File: src/rtl/switch_allocator.sv
// switch_allocator: per-output wormhole switch allocator for a 5-port router
// (0=L, 1=N, 2=E, 3=S, 4=W). Each output is allocated round-robin among
// eligible inputs, is held from head to tail, and drives a crossbar select.
// Select code 7 means idle.
module switch_allocator (
  input  logic        clk,
  input  logic        rst,
  input  logic [4:0]  Req,
  input  logic [14:0] Dest,
  input  logic [4:0]  Tail,
  input  logic [4:0]  Ready,
  output logic [4:0]  Grant,
  output logic [4:0]  Out_Valid,
  output logic [2:0]  Select_L,
  output logic [2:0]  Select_N,
  output logic [2:0]  Select_E,
  output logic [2:0]  Select_S,
  output logic [2:0]  Select_W
);

  localparam int         NP       = 5;
  localparam logic [2:0] SEL_IDLE = 3'd7;

  typedef enum logic {IDLE, LOCKED} state_t;

  state_t     state_q [NP];
  state_t     state_d [NP];
  logic [2:0] own_q   [NP];
  logic [2:0] own_d   [NP];
  logic [2:0] ptr_q   [NP];
  logic [2:0] ptr_d   [NP];

  logic [NP-1:0] busy;
  logic [NP-1:0] elig [NP];
  logic [NP-1:0] own_tail;
  logic [2:0]    sel  [NP];

  // Round-robin pointer increment over the range 0..4.
  function automatic logic [2:0] inc5(input logic [2:0] v);
    return (v >= 3'd4) ? 3'd0 : v + 3'd1;
  endfunction

  // Inputs that currently own a locked output cannot compete elsewhere.
  always_comb begin
    // NOTE: every always_comb output gets a default first so no path leaves it unassigned (no latch).
    busy = '0;
    for (int o = 0; o < NP; o++)
      for (int i = 0; i < NP; i++)
        if (state_q[o] == LOCKED && own_q[o] == 3'(i))
          busy[i] = 1'b1;
  end

  // Eligibility matrix: elig[o][i] when input i requests output o and is free.
  // Invalid destinations 5..7 never match any output.
  always_comb begin
    for (int o = 0; o < NP; o++) begin
      elig[o] = '0;
      for (int i = 0; i < NP; i++)
        elig[o][i] = Req[i] && (Dest[3*i +: 3] == 3'(o)) && !busy[i];
    end
  end

  // Crossbar selects, grants and valids from locked state and live Req/Ready.
  always_comb begin
    Grant     = '0;
    Out_Valid = '0;
    own_tail  = '0;
    for (int o = 0; o < NP; o++) begin
      sel[o] = SEL_IDLE;
      if (state_q[o] == LOCKED) begin
        sel[o] = own_q[o];
        for (int i = 0; i < NP; i++) begin
          if (own_q[o] == 3'(i)) begin
            own_tail[o] = Tail[i];
            if (Req[i] && Ready[o]) begin
              Grant[i]     = 1'b1;
              Out_Valid[o] = 1'b1;
            end
          end
        end
      end
    end
  end

  // Per-output next state: allocate round-robin from IDLE, release on tail grant.
  always_comb begin
    logic       found;
    logic [2:0] cand;
    logic [2:0] win;
    state_d = state_q;
    own_d   = own_q;
    ptr_d   = ptr_q;
    found   = 1'b0;
    cand    = 3'd0;
    win     = 3'd0;
    for (int o = 0; o < NP; o++) begin
      found = 1'b0;
      cand  = ptr_q[o];
      win   = 3'd0;
      for (int k = 0; k < NP; k++) begin
        if (!found && elig[o][cand]) begin
          found = 1'b1;
          win   = cand;
        end
        cand = inc5(cand);
      end
      case (state_q[o])
        IDLE: begin
          if (Ready[o] && found) begin
            state_d[o] = LOCKED;
            own_d[o]   = win;
            ptr_d[o]   = inc5(win);
          end
        end
        LOCKED: begin
          if (Out_Valid[o] && own_tail[o])
            state_d[o] = IDLE;
        end
        default: state_d[o] = IDLE;
      endcase
    end
  end

  // State, owner and pointer registers with synchronous reset.
  always_ff @(posedge clk) begin
    // NOTE: owner and pointer arrays are tiny control state, so they are reset explicitly like the FSMs.
    if (rst) begin
      for (int o = 0; o < NP; o++) begin
        state_q[o] <= IDLE;
        own_q[o]   <= 3'd0;
        ptr_q[o]   <= 3'd0;
      end
    end else begin
      // NOTE: sequential state uses non-blocking assignments so all registers update together.
      state_q <= state_d;
      own_q   <= own_d;
      ptr_q   <= ptr_d;
    end
  end

  assign Select_L = sel[0];
  assign Select_N = sel[1];
  assign Select_E = sel[2];
  assign Select_S = sel[3];
  assign Select_W = sel[4];

endmodule
File: config.mk
export PLATFORM = sky130hd
export DESIGN_NAME = switch_allocator
export DESIGN_NICKNAME = d
export VERILOG_FILES = /design/src/rtl/switch_allocator.sv
export SDC_FILE = /design/constraint.sdc
export NUM_CORES = 1
export LEC_CHECK = 0
export ABC_AREA = 0
export BUFFER_PORTS_ARGS = -buffer_cell sky130_fd_sc_hd__buf_4
export CORE_ASPECT_RATIO = 1.1
export CORE_MARGIN = 1
export CORE_UTILIZATION = 30
export DETAILED_ROUTE_END_ITERATION = 8
export HOLD_SLACK_MARGIN = 0.06
export SETUP_SLACK_MARGIN = 0.2
export SLEW_MARGIN = 25
export SYNTH_ARGS = -nofsm -noshare
export SYNTH_HDL_FRONTEND = slang
export SYNTH_SLANG_ARGS = --single-unit
export TNS_END_PERCENT = 5
File: constraint.sdc
create_clock -name clk -period 7.08 [get_ports clk]
set_clock_uncertainty 0.15 [all_clocks]
set_input_delay 1.416 -clock clk [delete_from_list [all_inputs] [get_ports clk]]
set_output_delay 1.416 -clock clk [all_outputs]
set_load 0.005 [all_outputs]
* Word-level counts from Yosys, hierarchy flattened
Cells that the tools add are included.
Word-level totals: flip-flop bits (word level) 35
Operators by class: multiplexer cells 313, add/subtract/negate cells 25, magnitude comparators 50, reduce and logical (&&, ||, !) cells 170, equal/unequal tests 40, bitwise logic cells 5
Operator list (number):
- $mux W1 | 223
- $mux W3 | 55
- $logic_and A1 B1 Y1 | 130
- $lt A3 B4 Y1 const B | 25
- $add A3 B1 Y3 const B | 25
- $bmux W1 S3 | 25
- $ge A3 B3 Y1 const B | 25
- $eq A3 B2 Y1 const B | 20
- $eq A3 B1 Y1 const B | 10
- $eq A3 B3 Y1 const B | 10
- $logic_not A3 Y1 | 10
- $logic_not A1 Y1 | 25
- $mux W5 | 5
- $pmux W1 S2 | 5
- $reduce_and A2 Y1 | 5
- $not A1 Y1 | 5

* Logic depth before layout (Yosys ltp)
depth after elaboration 27, mapped depth 20

* Worst setup path before layout
OpenSTA, ideal clock, no wires.
kind input port to flip-flop, start point input port Dest[12], end point register ptr_q[1] (netlist name), arrival time 4.326 ns, path slack 2.533 ns, path buffers 0, cell stages on the path 11, library setup time 0.071 ns, cell sequence or3b_2 -> nor3_1 -> nand2_1 -> or4_1 -> a32oi_1 -> nand4b_1 -> or2_2 -> and2_1 -> ha_1 -> or3b_2 -> a21oi_1
Between the ends: word-level cells in the longest chain between the ends 20
Ends and longest elaborated chain:
- from (decl) | line 9 | input logic [14:0] Dest,
- $eq A3 B3 Y1 (*) | line 59 | elig[o][i] = Req[i] && (Dest[3*i +: 3] == 3'(o)) && !busy[i];
- $logic_and A1 B1 Y1 (*) (2 in a row) | line 59
- $bmux W1 S3 | line 101 | if (!found && elig[o][cand]) begin
- $mux W1 (not written as such) | line 101
- $mux W1 | line 101
- $logic_not A1 Y1 | line 101
- $logic_and A1 B1 Y1 | line 101
- $mux W1 | line 101
- (+3 left out)
- $logic_not A1 Y1 | line 101
- $logic_and A1 B1 Y1 | line 101
- $mux W1 | line 101
- $logic_not A1 Y1 | line 101
- $logic_and A1 B1 Y1 | line 101
- $mux W3 or $mux W1 (tied branches) | line 101
- $add A3 B1 Y3, or another cell as far along | line 40 | return (v >= 3'd4) ? 3'd0 : v + 3'd1;
- $mux W3 or $reduce_and A2 Y1 (tied branches)
- to (signal assigned) | line 137 | ptr_q <= ptr_d;
- to (decl) | line 30 | logic [2:0] ptr_q [NP];
Mark *: on every way between the ends. The rest lies on a longest branch, timed or not. The select of a mux whose other input is x is not followed. A chain may end at the register's enable or synchronous reset.

* Final worst setup path
start point register ptr_q[0] (netlist name), end point register ptr_q[1] (netlist name)
Between the ends: word-level cells in the longest chain between the ends 17
Ends and longest elaborated chain:
- parallel branches: the longest is 17 deep, another holds $add A3 B1 Y3
Parallel ways; which one is timed is not known. The select of a mux whose other input is x is not followed.

==> impl_metrics.env <==
export IMPL_crit_slowest_cell="dfxtp_1"
export IMPL_cts_buffers=5
export IMPL_worst_r2r_path_depth=16
export IMPL_crit_top_cell="ha_1"
export IMPL_max_cap_violations=0
export IMPL_layout_nets=887
export IMPL_crit_buf_inv=1
export IMPL_syn_inst=819
export IMPL_synth_seq_area_share_pct=12.00
export IMPL_status="finished clean"
export IMPL_grt_overflow_total=0
export IMPL_drive_above_1_share_pct=13.02
export IMPL_synthToLayoutAreaGrowth_pct=11.65
export IMPL_tritoncts="yes"
export IMPL_die_y_um=148.3
export IMPL_fillers=2058
export IMPL_timing_fmax_ghz=0.2024
export IMPL_synth_area_um2=5841
export IMPL_start_util_pct=30.58
export IMPL_core_area_um2=19100
export IMPL_post_cts_buffers=0
export IMPL_diodes=0
export IMPL_hold_path_class="reg -> reg"
export IMPL_yosys_register_bits=35
export IMPL_pwr_density_cell_nw_per_um2=410.8
export IMPL_hpwl_mm=16.25
export IMPL_routed_wl_mm=21.16
export IMPL_avgSynthCellArea_um2=7.131
export IMPL_fin_cells=1084
export IMPL_grt_total_usage_pct=20.64
export IMPL_clockBufferDepth=2
export IMPL_critical_path_startpoint_type="flip-flop"
export IMPL_gp_congestion=0.9478
export IMPL_final_common_cell="nor2_1"
export IMPL_antenna_found_initial=0
export IMPL_crit_type="reg -> reg"
export IMPL_slew_violations=0
export IMPL_die_w_um=135.0
export IMPL_critPathArrivalTime_ns=5.02
export IMPL_syn_nets=870
export IMPL_finalHoldViolCount=0
export IMPL_grt_pass1_wl_mm=33.01
export IMPL_cts_hold_buf=0
export IMPL_grt_max_degree=31
export IMPL_required_ns=7.16
export IMPL_synth_edf_count=0
export IMPL_pre_cts_ws_ns=2.126
export IMPL_htreeDepth=2
export IMPL_vias=6836
export IMPL_die_area_um2=20030
export IMPL_placed_cell_area_um2=6376
export IMPL_holdWs_ns=0.4502
export IMPL_finalCriticalPeriod_ns=4.941
export IMPL_ant_nets=0
export IMPL_final_cell_mix="nor2_1, nand2_1, buf_4, nor3_1, o21ai_0"
export IMPL_rsz0062_at_grt="no"
export IMPL_first_pass_iters=5
export IMPL_synth_flop_cell="dfxtp_1"
export IMPL_root_buffer="clkbuf_16"
export IMPL_endpoint="ptr_q[1]"
export IMPL_detail_route_wl_per_cell_um=19.52
export IMPL_peakVddDrop_mv=0.1238
export IMPL_post_place_cells=1076
export IMPL_drt_initial_drc_count=842
export IMPL_clkTransAtPathRegs_ns=0.06
export IMPL_path_delay_family="simple AND/OR/NAND/NOR gates"
export IMPL_path_cells="ha_1 > nor2b_1 > nor2_1 > inv_1 > ha_1 > and3b_1 > o21bai_1 > a21oi_1 > or4_1 > a32oi_1 > nand4b_1 > or2_2 > and2_1 > ha_1 > or3b_2 > a21oi_1"
export IMPL_critPathCaptureType="flip-flop"
export IMPL_rows=53
export IMPL_synthArstFlopShare_pct=0
export IMPL_rrSetupSlack_ns=2.14
export IMPL_worstSkewPairLatency_ns=0.30
export IMPL_clock_sinks=35
export IMPL_finalSetupViolCount=0
export IMPL_portBuffers=56
export IMPL_r2r_start="ptr_q[0]"
export IMPL_vias_per_cell=6.306
export IMPL_slowest_delay_ns=0.66
export IMPL_yosysUniqueCellTypes=95
export IMPL_r2r_end="ptr_q[1]"
export IMPL_cts_resized=0
export IMPL_cp_num_cells=16
export IMPL_design_area_um2=6521
export IMPL_setup_tns_ns=0
export IMPL_pin_count=57
export IMPL_leakage_uw=0.002391
export IMPL_crit_start="ptr_q[0]"
export IMPL_grt_pass1_vias=6340
export IMPL_crit_path_max_fanout=15
export IMPL_fin_ws_ns=2.139
export IMPL_post_route_period_util_pct=69.78
export IMPL_ys_warn_count=0
export IMPL_drc=0
export IMPL_slew_headroom_pct=29.83
export IMPL_worst_slew_pin_slew_ns=1.046
==> report_power, final <==
group          internal (uW)  switching, uW
clock network            130           98.9
logic                    839           1150
registers                259            199
total                   1230           1450
==> per-layer routing <==
metal | vias to the layer above | part of all wire (%) | track usage [%]
li1 | 3215 | - | -
met1 | 3209 | 42 | 25.67
met2 | 354 | 47 | 34.20
met3 | 58 | 6.4 | 2.658
met4 | 0 | 4.6 | 11.69
met5 | - | 0 | 0
==> state kept, by name, indices dropped and copies added, names as in the netlist <==
register	count
own_q	15
ptr_q	15
state_q	5
==> layout make-up <==
| cell class | instances | area [um2] | share of cell area (%) |
|---|---|---|---|
| Sequential cell | 35 | 700.7 | 10.74 |
| Clock inverter | 3 | 20.02 | 0.3070 |
| Tap cell | 247 | 309.0 | 4.739 |
| Inverter | 40 | 150.1 | 2.302 |
| Timing Repair Buffer | 59 | 442.9 | 6.792 |
| Multi-Input combinational cell | 695 | 4773 | 73.20 |
| Clock buffer | 5 | 125.1 | 1.919 |
==> cell usage after synthesis, types with 18 or more instances <==
cell type	n	area share [%]
ha_1	19	4.1
nor3_1	40	3.4
nor2_1	71	4.6
clkbuf_1	34	2.2
a21oi_1	31	2.7
mux2i_1	21	3.6
nand2_1	70	4.5
nand3_1	30	2.6
nor2b_1	18	1.9
nand4_1	18	1.9
nand2b_1	24	2.6
inv_1	39	2.5
dfxtp_1	35	12
o21ai_0	40	3.4
==> how the worst min path moves through the flow <==
| stage | depth (start not counted) | start | endpoint |
|---|---|---|---|
| floorplan | 2 | ptr_q[7] | ptr_q[7] |
| global placement | 2 | ptr_q[6] | ptr_q[6] |
| detailed placement | 2 | ptr_q[6] | ptr_q[6] |
| CTS | 2 | ptr_q[6] | ptr_q[6] |
| global route | 2 | ptr_q[1] | ptr_q[1] |
| finish | 2 | ptr_q[6] | ptr_q[6] |
==> logic make-up after synthesis <==
| group | after synthesis | synth area share, % |
|---|---|---|
| muxes | 33 | 7.369 |
| buffers and inverters | 89 | 6.384 |
| and+or+nand+nor | 404 | 39.52 |
| DFF | 35 | 12.00 |
| xor gates and xnor gates | 1 | 0.1500 |
| AOI/OAI and AO/OA | 238 | 30.51 |
| adders and majority gates | 19 | 4.070 |
==> metrics by stage <==
step	total power, uW	util (%)
floorplan	1945	-
global placement	2385	33.35
detailed placement	2397	33.39
CTS	2638	34.15
global route	2900	34.15
finish	2679	34.15
==> worst register-to-register path, cell delays in order (launching register included) <==
cell and delay, ns:
dfxtp_1 0.66, ha_1 0.38, nor2b_1 0.10, nor2_1 0.34, inv_1 0.12, ha_1 0.41
and3b_1 0.20, o21bai_1 0.15, a21oi_1 0.15, or4_1 0.49, a32oi_1 0.21, nand4b_1 0.19
or2_2 0.32, and2_1 0.16, ha_1 0.26, or3b_2 0.43, a21oi_1 0.15
Power figures use the tool's default switching activity.
